<file path="src/rtl/pipe_ctrl.sv">
// Pipeline hazard / writeback controller: tracks outstanding load destinations,
// arbitrates the register-file write port and sequences flush recovery.
// Optional macro PIPE_CTRL_LD_FWD_EN: lets a consumer of the returning head load proceed with ld_fwd=1.
module pipe_ctrl #(
  parameter int REG_ADDR_W   = 5,
  parameter int MAX_LD       = 2,
  parameter int FLUSH_CYCLES = 1
) (
  input  logic                          clk,
  input  logic                          reset,
  input  logic                          flush,
  input  logic                          is_alu_op,
  input  logic [REG_ADDR_W-1:0]         alu_rd,
  input  logic                          is_ld_op,
  input  logic [REG_ADDR_W-1:0]         ld_rd,
  input  logic                          ld_valid,
  input  logic [REG_ADDR_W-1:0]         rs1,
  input  logic [REG_ADDR_W-1:0]         rs2,
  input  logic                          rs1_used,
  input  logic                          rs2_used,
  output logic                          fetch_stall,
  output logic                          reg_we,
  output logic [REG_ADDR_W-1:0]         reg_waddr,
  output logic                          wb_sel,
  output logic                          lsu_en,
  output logic                          alu_ack,
  output logic                          ld_ack,
  output logic                          ld_fwd,
  output logic [$clog2(MAX_LD+1)-1:0]   ld_pending,
  output logic [1:0]                    dbg_state
);

  localparam int CNT_W = $clog2(MAX_LD + 1);
  localparam int PTR_W = (MAX_LD > 1) ? $clog2(MAX_LD) : 1;
  localparam logic [CNT_W-1:0] MAX_CNT  = CNT_W'(MAX_LD);
  localparam logic [CNT_W-1:0] CNT_ONE  = CNT_W'(1);
  localparam logic [PTR_W-1:0] PTR_MAX  = PTR_W'(MAX_LD - 1);
  localparam logic [PTR_W-1:0] PTR_ONE  = PTR_W'(1);
  localparam logic [3:0]       BUB_INIT = 4'(FLUSH_CYCLES - 1);

  typedef enum logic [1:0] {RUN = 2'd0, DRAIN = 2'd1, BUBBLE = 2'd2} state_t;

  state_t                  state_q, state_d;
  logic [CNT_W-1:0]        cnt_q, cnt_d;
  logic [CNT_W-1:0]        kill_q, kill_d;
  logic [3:0]              bub_q, bub_d;
  logic [PTR_W-1:0]        rd_ptr_q, wr_ptr_q;
  logic [MAX_LD-1:0]       vld_q;
  logic [REG_ADDR_W-1:0]   mem_q [MAX_LD];

  logic                    run, empty, full, pop, push, ld_ret, ld_wr, alu_req, alu_wr;
  logic                    hit_any, hit_young, m, raw_stall, fwd;
  logic [REG_ADDR_W-1:0]   head;
  logic [CNT_W-1:0]        remain;

  always_comb begin
    run     = (state_q == RUN);
    empty   = (cnt_q == '0);
    full    = (cnt_q == MAX_CNT);
    head    = mem_q[rd_ptr_q];
    pop     = ld_valid & ~empty;
    ld_ret  = pop & run & ~flush;
    ld_wr   = ld_ret & (head != '0);
    alu_req = is_alu_op & ~flush & run & (alu_rd != '0);
    alu_wr  = alu_req & ~ld_wr;
    // A pop in the same cycle frees the slot, so a load may issue even at full.
    push    = is_ld_op & ~flush & run & (~full | pop);
    remain  = cnt_q - CNT_W'(pop);

    hit_any   = 1'b0;
    hit_young = 1'b0;
    for (int i = 0; i < MAX_LD; i++) begin
      m = 1'b0;
      if (vld_q[i]) begin
        m = (rs1_used && rs1 != '0 && mem_q[i] == rs1) ||
            (rs2_used && rs2 != '0 && mem_q[i] == rs2);
      end
      hit_any = hit_any | m;
      if (!(ld_ret && PTR_W'(i) == rd_ptr_q)) hit_young = hit_young | m;
    end
`ifdef PIPE_CTRL_LD_FWD_EN
    raw_stall = hit_young;
    fwd       = hit_any & ~hit_young;
`else
    raw_stall = hit_any;
    fwd       = 1'b0;
`endif

    state_d = state_q;
    kill_d  = kill_q;
    bub_d   = bub_q;
    case (state_q)
      RUN: if (flush) begin
        // Count only loads still in flight after any return dropped this cycle.
        if (remain != '0) begin
          state_d = DRAIN;
          kill_d  = remain;
        end else begin
          state_d = BUBBLE;
          bub_d   = BUB_INIT;
        end
      end
      DRAIN: if (pop) begin
        kill_d = kill_q - CNT_ONE;
        if (kill_q == CNT_ONE) begin
          state_d = BUBBLE;
          bub_d   = BUB_INIT;
        end
      end
      BUBBLE: begin
        if (flush)              bub_d = BUB_INIT;
        else if (bub_q == 4'd0) state_d = RUN;
        else                    bub_d = bub_q - 4'd1;
      end
      default: state_d = RUN;
    endcase

    case ({push, pop})
      2'b10:   cnt_d = cnt_q + CNT_ONE;
      2'b01:   cnt_d = cnt_q - CNT_ONE;
      default: cnt_d = cnt_q;
    endcase

    fetch_stall = 1'b0;
    reg_we      = 1'b0;
    reg_waddr   = '0;
    wb_sel      = 1'b0;
    lsu_en      = 1'b0;
    alu_ack     = 1'b0;
    ld_ack      = 1'b0;
    ld_fwd      = 1'b0;
    ld_pending  = '0;
    dbg_state   = 2'd0;
    if (!reset) begin
      fetch_stall = raw_stall | (is_ld_op & full & ~pop) | (alu_req & ld_wr) | ~run;
      reg_we      = ld_wr | alu_wr;
      reg_waddr   = ld_wr ? head : (alu_wr ? alu_rd : '0);
      wb_sel      = ld_wr;
      lsu_en      = ~flush & run;
      alu_ack     = alu_wr;
      ld_ack      = push;
      ld_fwd      = fwd;
      ld_pending  = cnt_q;
      dbg_state   = state_q;
    end
  end

  always_ff @(posedge clk) begin
    if (reset) begin
      state_q  <= RUN;
      cnt_q    <= '0;
      kill_q   <= '0;
      bub_q    <= '0;
      rd_ptr_q <= '0;
      wr_ptr_q <= '0;
      vld_q    <= '0;
    end else begin
      state_q <= state_d;
      cnt_q   <= cnt_d;
      kill_q  <= kill_d;
      bub_q   <= bub_d;
      if (pop) begin
        vld_q[rd_ptr_q] <= 1'b0;
        rd_ptr_q        <= (rd_ptr_q == PTR_MAX) ? '0 : rd_ptr_q + PTR_ONE;
      end
      if (push) begin
        vld_q[wr_ptr_q] <= 1'b1;
        mem_q[wr_ptr_q] <= ld_rd;
        wr_ptr_q        <= (wr_ptr_q == PTR_MAX) ? '0 : wr_ptr_q + PTR_ONE;
      end
    end
  end

endmodule

</file>
<file path="config.mk">
export PLATFORM = sky130hd
export DESIGN_NAME = pipe_ctrl
export DESIGN_NICKNAME = d
export VERILOG_FILES = /design/src/rtl/pipe_ctrl.sv
export SDC_FILE = /design/constraint.sdc
export NUM_CORES = 1
export LEC_CHECK = 0
export BUFFER_PORTS_ARGS = -buffer_cell sky130_fd_sc_hd__buf_2
export CAP_MARGIN = 10
export CORE_ASPECT_RATIO = 1.75
export CORE_MARGIN = 5
export CORE_UTILIZATION = 56
export CTS_CLUSTER_DIAMETER = 150
export CTS_CLUSTER_SIZE = 28
export DETAILED_ROUTE_END_ITERATION = 6
export PLACE_DENSITY_LB_ADDON = 0.05
export SLEW_MARGIN = 20
export SYNTH_ARGS = -nofsm -noshare
export SYNTH_HDL_FRONTEND = slang
export SYNTH_SLANG_ARGS = --single-unit
</file>
<file path="constraint.sdc">
create_clock -name clk -period 6 [get_ports clk]
set_input_delay 0.6 -clock clk [delete_from_list [all_inputs] [get_ports clk]]
set_output_delay 0.6 -clock clk [all_outputs]
set_load 0.01 [all_outputs]
</file>
==> summary.md, run 1 <==
| Metric | Value |
|---|---|
| Synth top area cells | `sky130_fd_sc_hd__dfxtp_1 19%, sky130_fd_sc_hd__edfxtp_1 19%, sky130_fd_sc_hd__xor2_1 9.8%, sky130_fd_sc_hd__ha_1 3.9%, sky130_fd_sc_hd__xnor2_1 3.8%` |
| Post-layout worst setup margin | `3.353 ns` |
| Yosys top cell by area | `sky130_fd_sc_hd__dfxtp_1` |
| Count of final max-slew check failures | `0` |
| Average cell area after synthesis | `about 9 um2` |
| Net count of the mapped netlist | `209` |
| Total Nets Final | `250` |
| Insertion delay to the later sink of the worst-skew pair | `0.27 ns` |
| Tcrit/Tclk final | `0.4412` |
| Post-detailed-placement half-perimeter wirelength | `about 3200 um` |
| Vias post-DR | `1454` |
| Endpoints failing hold | `0` |
| Combined area of all synthesized cells | `1607 um2` |
| Share of Yosys cell area claimed by the top area cell type | `0.1869` |
| Full die area | `4082 um2` |
| CTS tree | `built` |
| Leakage dissipation | `roughly 0.00075 uW` |
| Die width | `50.49 um` |
| Kind of path behind the tightest hold check | `reg -> reg` |
| TritonCTS buffer count | `3` |
| Buffer levels on the longest clock path | `2` |
| Placeable core region | `2721 um2` |
| Arr. time, crit path | `just over 2 ns` |
| Final weighted congestion of routability-driven global placement | `0.8791` |
| Max VDD drop | `0.2654 mV` |
| Minimum period implied by the final worst setup slack | `~2.6 ns` |
| IO Pins | `44` |
| Number of global-route vias before repair | `1485` |
| Drt initial violations | `17` |
| Sequential element share of the synthesized area | `0.3738` |
| DRC violations left | `0` |
| Starting Density | `0.5903` |
| Total global routing overflow | `0` |
| Clock Sinks | `25` |
| Maximum Capacitance Violations | `0` |
| Status | `finished, final reports clean` |
| Total placed instance area | `1822 um2` |
| Synthesized instance count | `176` |
| Setup TNS Final | `0 ns` |
| Placement Rows | `25` |
| GR Util All Layers | `0.1936` |
| Initial antenna violation count | `0` |
| Count of cells resized by post-cts repair | `0` |
| Number of cells traversed by the worst register-to-register path | `8` |
| Fraction of layout instances using a drive strength above 1 | `0.2407` |
| # diodes | `0` |
| Crit-path max FO | `20` |
| Worst-margin pin slew | `0.7382 ns` |
| Warnings from Yosys | `0` |
| Routed Wire Length | `3847 um` |
| Startpoint of the most critical register-to-register path | `cnt_q[0]` |
| Type of element launching the critical path | `input port` |
| Data required time at the worst endpoint | `5.40 ns` |
| Average via count per standard cell | `5.984` |
| Number of flip-flops and latches in the synthesized netlist | `25` |
| Nature of the critical path endpoint | `output port` |
| Buffer cell driving the clock tree root | `sky130_fd_sc_hd__clkbuf_8` |
| Peak Freq | `between 0.3 and 0.4 GHz` |
| Clock Skews | `0.005782 ns` |
| Critical path class | `in -> out` |
| Pin count of the biggest net entering global routing | `21` |
| Finished Cell Area | `between 1500 and 2000 um2` |
| CP Launch Point | `reset` |
| First-pass GRT wire length | `6354 um` |
| Number of distinct library cells after synthesis | `44` |
| Antenna Violating Nets Remaining | `0` |
| Setup slack at placement | `around 3.4 ns` |
| Minimum setup slack among reg-to-reg paths | `approximately 3.8 ns` |
| Hold-fix buffers, CTS | `0` |
| Avg WL per Cell | `15.83 um` |
| Post-CTS setup buffer count | `0` |
| Dominant register cell in the synthesized netlist | `sky130_fd_sc_hd__dfxtp_1` |
| Power Density | `326.9 nW/um2` |
| CTS clock-pin slew for the worst setup and hold paths | `about 0.09 ns` |
| Count of buffers from port buffering | `42` |
| Worst setup endpoint | `alu_ack` |
| Async set-or-reset flop fraction in the synthesized netlist | `0` |
| Tightest slew margin relative to the limit | `0.5033` |
| Critical register-to-register path endpoint | `bub_q[3]` |
| # setup viols final | `0` |
| Number of flops mapped to enable cells by yosys | `10` |
| # H-tree levels | `1` |
| Unrepaired setup endpoints after global routing | `no` |
| Die Height | `80.86 um` |
| Synthesis-to-layout area growth | `16.43%` |
| Pre-Repair DR Iteration Count | `4` |
[per-stage QoR]
step | hold WS, ns | util | cells | power (uW)
global route | 0.5047 | 0.6874 | 243 | 655.4
finish | 0.4721 | 0.6874 | 243 | 611.4
CTS | 0.4730 | 0.6874 | 243 | 616.0
floorplan | 0.4406 | - | 176 | 443.0
global placement | 0.4493 | 0.6694 | 239 | 504.0
detailed placement | 0.4590 | 0.6694 | 239 | 515.3
[report_power, final]
part           switching [uW]  internal (uW)  leakage [uW]
Sequential               51.4            210      0.000213
Combinational             135            115      0.000515
Clock                    52.5           47.0     0.0000217
Total                     239            372      0.000750
[state kept, by name, indices dropped and copies added, names as in the netlist, named ones only]
| signal | flops |
|---|---|
| mem_q | 10 |
| bub_q | 4 |
| cnt_q | 2 |
| kill_q | 2 |
| state_q | 2 |
| vld_q | 2 |
| rd_ptr_q | 1 |
| wr_ptr_q | 1 |
[synth_stat cells, types with 2 or more instances]
master / count
sky130_fd_sc_hd__o21ai_0: 4
sky130_fd_sc_hd__nand2b_1: 2
sky130_fd_sc_hd__and3_1: 3
sky130_fd_sc_hd__o21a_1: 2
sky130_fd_sc_hd__dfxtp_1: 15
sky130_fd_sc_hd__o2bb2ai_1: 4
sky130_fd_sc_hd__inv_1: 7
sky130_fd_sc_hd__nor2b_1: 3
sky130_fd_sc_hd__edfxtp_1: 10
sky130_fd_sc_hd__o31ai_1: 2
sky130_fd_sc_hd__or4_1: 3
sky130_fd_sc_hd__nand3_1: 9
sky130_fd_sc_hd__xor2_1: 18
sky130_fd_sc_hd__or3_1: 2
sky130_fd_sc_hd__mux2i_1: 5
sky130_fd_sc_hd__buf_2: 2
sky130_fd_sc_hd__a21boi_0: 2
sky130_fd_sc_hd__nor2_1: 13
sky130_fd_sc_hd__clkbuf_1: 3
sky130_fd_sc_hd__and2_1: 2
sky130_fd_sc_hd__nand2_1: 11
sky130_fd_sc_hd__nor4_1: 8
sky130_fd_sc_hd__a21oi_1: 7
sky130_fd_sc_hd__nor3b_1: 4
sky130_fd_sc_hd__ha_1: 5
sky130_fd_sc_hd__o211ai_1: 3
sky130_fd_sc_hd__nor3_1: 4
sky130_fd_sc_hd__xnor2_1: 7
[cell families after synthesis]
group	synth area share
buffers and inverters	0.03817
muxes	0.04673
xor gates and xnor gates	0.1363
AOI/OAI and AO/OA	0.1355
adders and majority gates	0.03894
and+or+nand+nor	0.2282
DFF	0.3738
other	0.002334
[how the worst min path moves through the flow]
| stage | end | slack [ns] | from | cells past startpoint |
|---|---|---|---|---|
| floorplan | kill_q[1] | 0.44 | kill_q[1] | 2 |
| detailed placement | kill_q[1] | 0.46 | kill_q[1] | 2 |
| finish | kill_q[1] | 0.47 | kill_q[1] | 2 |
| CTS | kill_q[1] | 0.47 | kill_q[1] | 2 |
| global route | mem_q[1][2] | 0.50 | ld_rd[2] | 1 |
| global placement | kill_q[1] | 0.45 | kill_q[1] | 2 |
[final cells by class]
type,instances,area (um2)
Multi-Input combinational cell,137,944.7
Fill cell,226,850.8
Sequential cell,25,600.6
Timing Repair Buffer,42,210.2
Clock buffer,3,41.29
Tap cell,27,33.78
Inverter,8,32.53
Clock inverter,1,7.507
[metal layers]
layer  vias to the layer above  part of all wire  global-route usage
met1                       678              0.36              0.1889
met3                        10             0.047             0.02385
met5                         -                 0                   0
li1                        719                 -                   -
met2                        47              0.56              0.3781
met4                         0             0.031             0.09719
[cell usage in the layout (no fill, tap or decap), types with 2 or more instances in the layout]
master	n
sky130_fd_sc_hd__nor3_1	4
sky130_fd_sc_hd__o211ai_1	3
sky130_fd_sc_hd__buf_2	42
sky130_fd_sc_hd__edfxtp_1	10
sky130_fd_sc_hd__nand3_1	9
sky130_fd_sc_hd__nor3b_1	4
sky130_fd_sc_hd__or3_1	2
sky130_fd_sc_hd__or4_1	3
sky130_fd_sc_hd__mux2i_1	5
sky130_fd_sc_hd__clkbuf_8	3
sky130_fd_sc_hd__o2bb2ai_1	4
sky130_fd_sc_hd__xnor2_1	7
sky130_fd_sc_hd__and3_1	3
sky130_fd_sc_hd__nor4_1	8
sky130_fd_sc_hd__a21oi_1	7
sky130_fd_sc_hd__nor2b_1	3
sky130_fd_sc_hd__inv_1	7
sky130_fd_sc_hd__o31ai_1	2
sky130_fd_sc_hd__nor2_1	13
sky130_fd_sc_hd__o21ai_0	4
sky130_fd_sc_hd__nand2b_1	2
sky130_fd_sc_hd__dfxtp_1	15
sky130_fd_sc_hd__a21boi_0	2
sky130_fd_sc_hd__nand2_1	11
sky130_fd_sc_hd__xor2_1	18
sky130_fd_sc_hd__and2_1	2
sky130_fd_sc_hd__o21a_1	2
sky130_fd_sc_hd__ha_1	5
[critical path, stage by stage]
cell and delay, ns:
sky130_fd_sc_hd__buf_2 0.21, sky130_fd_sc_hd__nor4_1 0.60, sky130_fd_sc_hd__and3_1 0.35, sky130_fd_sc_hd__and2_1 0.16, sky130_fd_sc_hd__buf_2 0.13
Note: power is estimated with default switching activity, not from simulation.
==> run 2: changes to the inputs <==
ABC_AREA = 1   (was unset)
CORE_UTILIZATION = 53   (was 56)
clock period = 2.5 ns   (was 6 ns; I/O delays follow)
==> run 2 against run 1 <==
Effect of this change:
- non-clock buffer count unchanged
- flip-flop and latch count is the same
- wire length increased by 3.5%
- register-to-register slack worse by 3.2 ns
- cell count up 40%
- clock-buffer cell count stayed put
- worst hold slack lost 0.31 ns
- combinational power grew to 3.9 times the previous value
- largest cell class unchanged
- synthesized cell count is 44% higher
- area after synthesis increased by 11%
==> summary.md, run 2 <==
| Metric | Value |
|---|---|
| Synth top area cells | `sky130_fd_sc_hd__dfxtp_1 17%, sky130_fd_sc_hd__edfxtp_1 17%, sky130_fd_sc_hd__nand2_1 16%, sky130_fd_sc_hd__nor2_1 6.8%, sky130_fd_sc_hd__inv_1 5.5%` |
| Hold-fix buffers, CTS | `0` |
| Routed wl met2 | `2362 um` |
| Vias post-DR | `1667` |
| Maximum single-stage delay on the critical path | `0.45 ns` |
| Maximum Capacitance Violations | `0` |
| Largest register by flop count | `mem_q` |
| Unrepaired setup endpoints after global routing | `no` |
| Post-CTS setup buffer count | `0` |
| First-pass GRT wire length | `6430 um` |
| Average via count per standard cell | `4.889` |
| IO Pins | `44` |
| Pin count of the biggest net entering global routing | `15` |
| # H-tree levels | `1` |
| Setup TNS Final | `0 ns` |
| Sequential element share of the synthesized area | `0.3380` |
| Number of cells traversed by the worst register-to-register path | `10` |
| Starting Density | `0.5536` |
| Fraction of layout instances using a drive strength above 1 | `0.2450` |
| Max VDD drop | `~0.70 mV` |
| Family with the most delay on the worst path | `simple AND/OR/NAND/NOR gates` |
| Die Height | `about 87 um` |
| Critical register-to-register path endpoint | `bub_q[3]` |
| Total area of multi-input combinational cells | `1018 um2` |
| Worst-path cell with the longest stage delay | `sky130_fd_sc_hd__edfxtp_1` |
| CP Launch Point | `mem_q[0][2]` |
| Nature of the critical path endpoint | `output port` |
| Status | `finished, final reports clean` |
| Warnings from Yosys | `0` |
| Net count of the mapped netlist | `about 290` |
| Final weighted congestion of routability-driven global placement | `0.8233` |
| Total placed instance area | `2029 um2` |
| Number of distinct library cells after synthesis | `34` |
| Relative contribution of sequential cells to total power | `0.325` |
| Worst setup endpoint | `reg_waddr[0]` |
| Drt initial violations | `26` |
| Count of final max-slew check failures | `0` |
| Crit-path max FO | `5` |
| Power Density | `864.6 nW/um2` |
| Max Used Layer | `met4` |
| Post-layout worst setup margin | `roughly 0.46 ns` |
| Fraction of power consumed by the clock network | `0.132` |
| Clock Sinks | `25` |
| Dominant register cell in the synthesized netlist | `sky130_fd_sc_hd__dfxtp_1` |
| Switching share of power | `0.4587` |
| Die width | `53.77 um` |
| Clock Skews | `0.002914 ns` |
| Critical path class | `reg -> out` |
| Critical path's most frequent cell | `sky130_fd_sc_hd__nand2_1` |
| Antenna Violating Nets Remaining | `0` |
| Number of flip-flops and latches in the synthesized netlist | `25` |
| Regs by FF count | `mem_q: 10 flops, bub_q: 4 flops` |
| Buffer levels on the longest clock path | `2` |
| Max FFs per register | `10` |
| GR Util All Layers | `0.1881` |
| # setup viols final | `0` |
| Internal portion of total power | `between 900 and 1000 uW` |
| Avg WL per Cell | `11.68 um` |
| Minimum setup slack among reg-to-reg paths | `approximately 0.56 ns` |
| Minimum period implied by the final worst setup slack | `2.040 ns` |
| Routed Wire Length | `3983 um` |
| Critical path depth in cells | `9` |
| Number of stages on the worst hold path | `1` |
| Worst path bufs/invs | `2` |
| Synthesis-to-layout area growth | `16.83%` |
| Hold_ws | `0.1637 ns` |
| Post-detailed-placement half-perimeter wirelength | `3436 um` |
| Count of buffers from port buffering | `42` |
| Count of cells resized by post-cts repair | `0` |
| Synthesized instance count | `around 250` |
| Data required time at the worst endpoint | `roughly 2.3 ns` |
| Combinational power share | `0.543` |
| Async set-or-reset flop fraction in the synthesized netlist | `0` |
| Placeable core region | `3209 um2` |
| Finished Cell Area | `2076 um2` |
| Placement Rows | `27` |
| Most instantiated library cell after synthesis | `sky130_fd_sc_hd__nand2_1` |
| # diodes | `0` |
| CTS tree | `built` |
| Fill cells | `315` |
| Total global routing overflow | `0` |
| Pre-Repair DR Iteration Count | `4` |
| Commonest non-fill, non-tap cell in the layout | `sky130_fd_sc_hd__nand2_1` |
| Average cell area after synthesis | `6.995 um2` |
| Insertion delay to the later sink of the worst-skew pair | `0.27 ns` |
| Number of flops mapped to enable cells by yosys | `10` |
| Most common library cells after synthesis | `78 x sky130_fd_sc_hd__nand2_1, 32 x sky130_fd_sc_hd__nor2_1, 26 x sky130_fd_sc_hd__inv_1, 15 x sky130_fd_sc_hd__dfxtp_1, 11 x sky130_fd_sc_hd__nand3_1` |
| Leakage dissipation | `0.001051 uW` |
| Commonest non-fill, non-tap cells in the layout | `78 x sky130_fd_sc_hd__nand2_1, 42 x sky130_fd_sc_hd__buf_2, 32 x sky130_fd_sc_hd__nor2_1` |
| Overall power of the completed layout | `1795 uW` |
| Startpoint of the most critical register-to-register path | `cnt_q[0]` |
| Share of Yosys cell area claimed by the top area cell type | `0.1690` |
| Peak Freq | `just under 0.5 GHz` |
| Sequence of cells on the critical path | `or2_1 -> o21ai_1 -> nand3_1 -> nand2_1 -> inv_2 -> nor2_2 -> nand2_1 -> nand2_1 -> buf_2` |
| Arr. time, crit path | `1.79 ns` |
| Buffer cell driving the clock tree root | `sky130_fd_sc_hd__clkbuf_8` |
| Combined area of all synthesized cells | `approximately 1800 um2` |
| Met3 wire length | `102 um` |
| Full die area | `4656 um2` |
| Switching power total | `823.2 uW` |
| Seq. cell area | `around 600 um2` |
| Tcrit/Tclk final | `0.8160` |
| DRC violations left | `0` |
| Kind of path behind the tightest hold check | `in -> reg` |
| CTS clock-pin slew for the worst setup and hold paths | `0.08 ns` |
| Initial antenna violation count | `0` |
| Yosys top cell by area | `sky130_fd_sc_hd__dfxtp_1` |
| Setup slack at placement | `between 0.5 and 0.6 ns` |
| Routed metal-1 wirelength | `around 1300 um` |
| Number of global-route vias before repair | `1633` |
| Total Nets Final | `332` |
| Endpoints failing hold | `0` |
| Type of element launching the critical path | `register` |
| TritonCTS buffer count | `3` |
-- run 2: changes by cell type after synthesis, sizes merged, moves of 6 or more --
| cell | change |
|---|---|
| nor2 | +26 |
| inv | +28 |
| xor2 | -8 |
| nand2 | +71 |
| nor4 | -7 |
| o21ai | +7 |
| mux2i | -6 |
-- run 2: layer usage --
layer,up-vias,track usage
li1,885,-
met1,737,0.1495
met2,31,0.3852
met3,14,0.01205
met4,0,0.1279
met5,-,0
-- run 2: final cells by class --
cell class / count / share of cell area
Inverter: 39 / 0.07052
Multi-Input combinational cell: 188 / 0.4907
Timing Repair Buffer: 42 / 0.1013
Clock buffer: 3 / 0.01989
Tap cell: 43 / 0.02592
Clock inverter: 1 / 0.002411
Sequential cell: 25 / 0.2893
-- run 2: worst reg2reg max path, cell delays in order, from the launching register on --
cell,delay [ns]
sky130_fd_sc_hd__dfxtp_1,0.39
sky130_fd_sc_hd__o21ai_4,0.32
sky130_fd_sc_hd__inv_1,0.11
sky130_fd_sc_hd__ha_1,0.21
sky130_fd_sc_hd__xnor2_1,0.22
sky130_fd_sc_hd__nand2_2,0.10
sky130_fd_sc_hd__nand2_4,0.10
sky130_fd_sc_hd__nand3_4,0.10
sky130_fd_sc_hd__nor2_2,0.11
sky130_fd_sc_hd__xnor2_1,0.14
sky130_fd_sc_hd__nor2_2,0.04
-- run 2: cell families (layout without fill, tap and decap cells) --
group	count (synthesis)	after routing	share of synthesized area
AO/OA/AOI/OAI	27	27	0.1092
buffers and inverters	41	85	0.08873
XOR/XNOR	15	15	0.07394
AND/OR/NAND/NOR	140	140	0.3528
other	1	1	0.002111
flip-flops	25	25	0.3380
adder cells (fa/ha/maj)	5	5	0.03521
-- run 2: through the flow --
stage               utilization  std cells
floorplan                     -        254
global placement         0.6324        337
detailed placement       0.6324        337
CTS                      0.6468        341
global route             0.6468        341
finish                   0.6468        341
-- run 2: how the worst min path moves through the flow --
stage	startpoint	end	slack, ns
floorplan	ld_rd[0]	mem_q[0][0]	0.35
global placement	ld_rd[1]	mem_q[0][1]	0.44
detailed placement	ld_rd[0]	mem_q[0][0]	0.44
CTS	ld_rd[0]	mem_q[0][0]	0.16
global route	ld_rd[0]	mem_q[0][0]	0.16
finish	ld_rd[0]	mem_q[0][0]	0.16
-- run 2: power by group through the flow --
stage                     registers, uW  clock network, uW  logic [uW]
after floorplan                     576                  0         768
after global placement              590                  0         968
after detailed placement            592                  0         982
after CTS                           584                241         985
after global routing                595                252        1100
final                               583                237         975
==> run 3: changes to the inputs <==
clock period = 1.9 ns   (was 2.5 ns; I/O delays follow)
==> run 3 against run 2 <==
Effect of this change:
- sequential power increased by 34%
- core utilization is 6.3 points higher
- cell count grew 4.7%
- clock skew decreased by 0.00096 ns
- global-route usage grew 0.60 points
- critical path type unchanged
- worst hold slack lost 0.065 ns
- total power is 40% higher
- clock-buffer cell count unchanged
==> summary.md, run 3 (same netlist as run 2, synthesis figures left out) <==
| Metric | Value |
|---|---|
| Placeable core region | `around 3200 um2` |
| Endpoints failing hold | `0` |
| Post-layout worst setup margin | `0.02012 ns` |
| Data required time at the worst endpoint | `roughly 1.7 ns` |
| Setup slack at placement | `about 0.12 ns` |
| Buffer levels on the longest clock path | `2` |
| Clock Sinks | `25` |
| Unrepaired setup endpoints after global routing | `yes` |
| Full die area | `4656 um2` |
| Total area of multi-input combinational cells | `1072 um2` |
| Arr. time, crit path | `approximately 1.7 ns` |
| Total Nets Final | `between 300 and 400` |
| Critical register-to-register path endpoint | `mem_q[1][2]` |
| Nature of the critical path endpoint | `output port` |
| CTS tree | `built` |
| Number of cells traversed by the worst register-to-register path | `8` |
| Final weighted congestion of routability-driven global placement | `around 0.83` |
| Placement Rows | `27` |
| Combinational power share | `0.557` |
| CTS clock-pin slew for the worst setup and hold paths | `roughly 0.090 ns` |
| Starting Density | `0.5536` |
| Clock Skews | `around 0.0020 ns` |
| Relative contribution of sequential cells to total power | `0.310` |
| Count of final max-slew check failures | `0` |
| Commonest non-fill, non-tap cell in the layout | `sky130_fd_sc_hd__nand2_1` |
| Fraction of layout instances using a drive strength above 1 | `0.3376` |
| Antenna Violating Nets Remaining | `0` |
| Minimum setup slack among reg-to-reg paths | `between 0.1 and 0.15 ns` |
| # setup viols final | `0` |
| Switching power total | `1134 uW` |
| Avg WL per Cell | `approximately 12 um` |
| Fraction of power consumed by the clock network | `0.133` |
| Minimum period implied by the final worst setup slack | `~1.9 ns` |
| Tcrit/Tclk final | `0.9894` |
| Kind of path behind the tightest hold check | `in -> reg` |
| Sequence of cells on the critical path | `buf_6 -> inv_2 -> nand2_1 -> nand2_1 -> nand2_1 -> nor2_1 -> nand3_1 -> nand2_1 -> nand2_1 -> nand3_1 -> nand2_1 -> inv_1 -> buf_2` |
| Count of non-filler cells in the finished layout | `357` |
| # H-tree levels | `1` |
| GR Util All Layers | `0.1942` |
| First-pass GRT wire length | `6727 um` |
| Vias post-DR | `~1.7k` |
| Average via count per standard cell | `between 4 and 5` |
| Hold Crit Endpoint | `mem_q[1][1]` |
| Total global routing overflow | `0` |
| Leakage dissipation | `0.001143 uW` |
| Hold-fix buffers, CTS | `0` |
| Seq. cell area | `610.6 um2` |
| Critical path class | `reg -> out` |
| DRC violations left | `0` |
| Critical path's most frequent cell | `sky130_fd_sc_hd__nand2_1` |
| Fill cells | `283` |
| Peak Freq | `0.5319 GHz` |
| Type of element launching the critical path | `register` |
| Internal portion of total power | `between 1000 and 1500 uW` |
| Max VDD drop | `0.7957 mV` |
| Insertion delay to the later sink of the worst-skew pair | `0.28 ns` |
| Maximum Capacitance Violations | `0` |
| Max FFs per register | `10` |
| Commonest non-fill, non-tap cells in the layout | `72 x sky130_fd_sc_hd__nand2_1, 41 x sky130_fd_sc_hd__buf_2, 29 x sky130_fd_sc_hd__nor2_1` |
| Initial antenna violation count | `0` |
| Die Height | `86.59 um` |
| Routed Wire Length | `4370 um` |
| Status | `finished, final reports clean` |
| IO Pins | `44` |
| Count of buffers from port buffering | `42` |
| Maximum single-stage delay on the critical path | `around 0.43 ns` |
| Worst path bufs/invs | `4` |
| Number of stages on the worst hold path | `1` |
| Pin count of the biggest net entering global routing | `17` |
| Startpoint of the tightest hold check path | `ld_rd[1]` |
| Switching share of power | `0.4504` |
| Overall power of the completed layout | `2518 uW` |
| Critical path depth in cells | `13` |
| # diodes | `0` |
| Synthesis-to-layout area growth | `28.17%` |
| Largest register by flop count | `mem_q` |
| Number of global-route vias before repair | `~1.7k` |
| Family with the most delay on the worst path | `simple AND/OR/NAND/NOR gates` |
| Worst-path cell with the longest stage delay | `sky130_fd_sc_hd__edfxtp_1` |
| # placed instances | `340` |
| Pre-Repair DR Iteration Count | `4` |
| Drt initial violations | `28` |
| Crit-path max FO | `3` |
| Buffer cell driving the clock tree root | `sky130_fd_sc_hd__clkbuf_8` |
| TritonCTS buffer count | `3` |
| Die width | `approximately 54 um` |
| Startpoint of the most critical register-to-register path | `state_q[1]` |
| Regs by FF count | `mem_q: 10 flops, bub_q: 4 flops` |
| Power Density | `1106 nW/um2` |
| Post-detailed-placement half-perimeter wirelength | `roughly 3400 um` |
run 3: changes by cell type in the layout (fill, tap and decap cells not counted), moves of 3 or more:
cell	delta
sky130_fd_sc_hd__dfxtp_1	-4
sky130_fd_sc_hd__buf_4	+14
sky130_fd_sc_hd__nand2_1	-6
sky130_fd_sc_hd__buf_6	+3
sky130_fd_sc_hd__nand2_2	+6
sky130_fd_sc_hd__nor2_1	-3
run 3: final cells by class:
cell class              instances  share of cell area
well taps                      43             0.02363
inverters                      39             0.06429
clock buffers                   3             0.01813
repair buffers                 58              0.1511
flip-flops and latches         25              0.2681
multi-input cells             188              0.4709
clock inverters                 1            0.003846
run 3: worst max path at each step:
stage | from | end | slack (ns)
final | mem_q[0][1] | fetch_stall | 0.02
after global routing | mem_q[1][0] | fetch_stall | -0.11
after CTS | mem_q[0][0] | reg_waddr[0] | 0.002
after detailed placement | state_q[1] | mem_q[1][1] | 0.12
after global placement | state_q[1] | mem_q[1][1] | 0.12
after floorplan | cnt_q[0] | bub_q[3] | 0.12
run 3: through the flow:
stage          hold slack [ns]  instance area, um2    util  setup TNS [ns]
2_1_floorplan           0.2889                1777       -               0
3_3_place_gp            0.3834                2052  0.6394               0
3_5_place_dp            0.3864                2052  0.6394               0
4_1_cts                0.09375                2146  0.6686               0
5_1_grt                0.09032                2277  0.7096         -0.3767
6_report               0.09875                2277  0.7096               0
run 3: timing repair:
action	CTS	global route
resized for setup	6	18
setup endpoints to repair	4	15
pin swaps	1	21
setup buffers	4	9
run 3: routing by layer:
metal / GRT usage / part of all wire / routed length, um
met3: 0.01893 / 0.030 / 130
met1: 0.1654 / 0.34 / 1469
met5: 0 / 0 / 0
met4: 0.1302 / 0.043 / 187
met2: 0.3830 / 0.59 / 2582
run 3: power by group through the flow:
stage,combinational (uW),clock (uW),sequential (uW)
floorplan,1010,0,758
global placement,1260,0,781
detailed placement,1280,0,782
CTS,1330,341,777
global route,1580,364,801
finish,1400,334,782
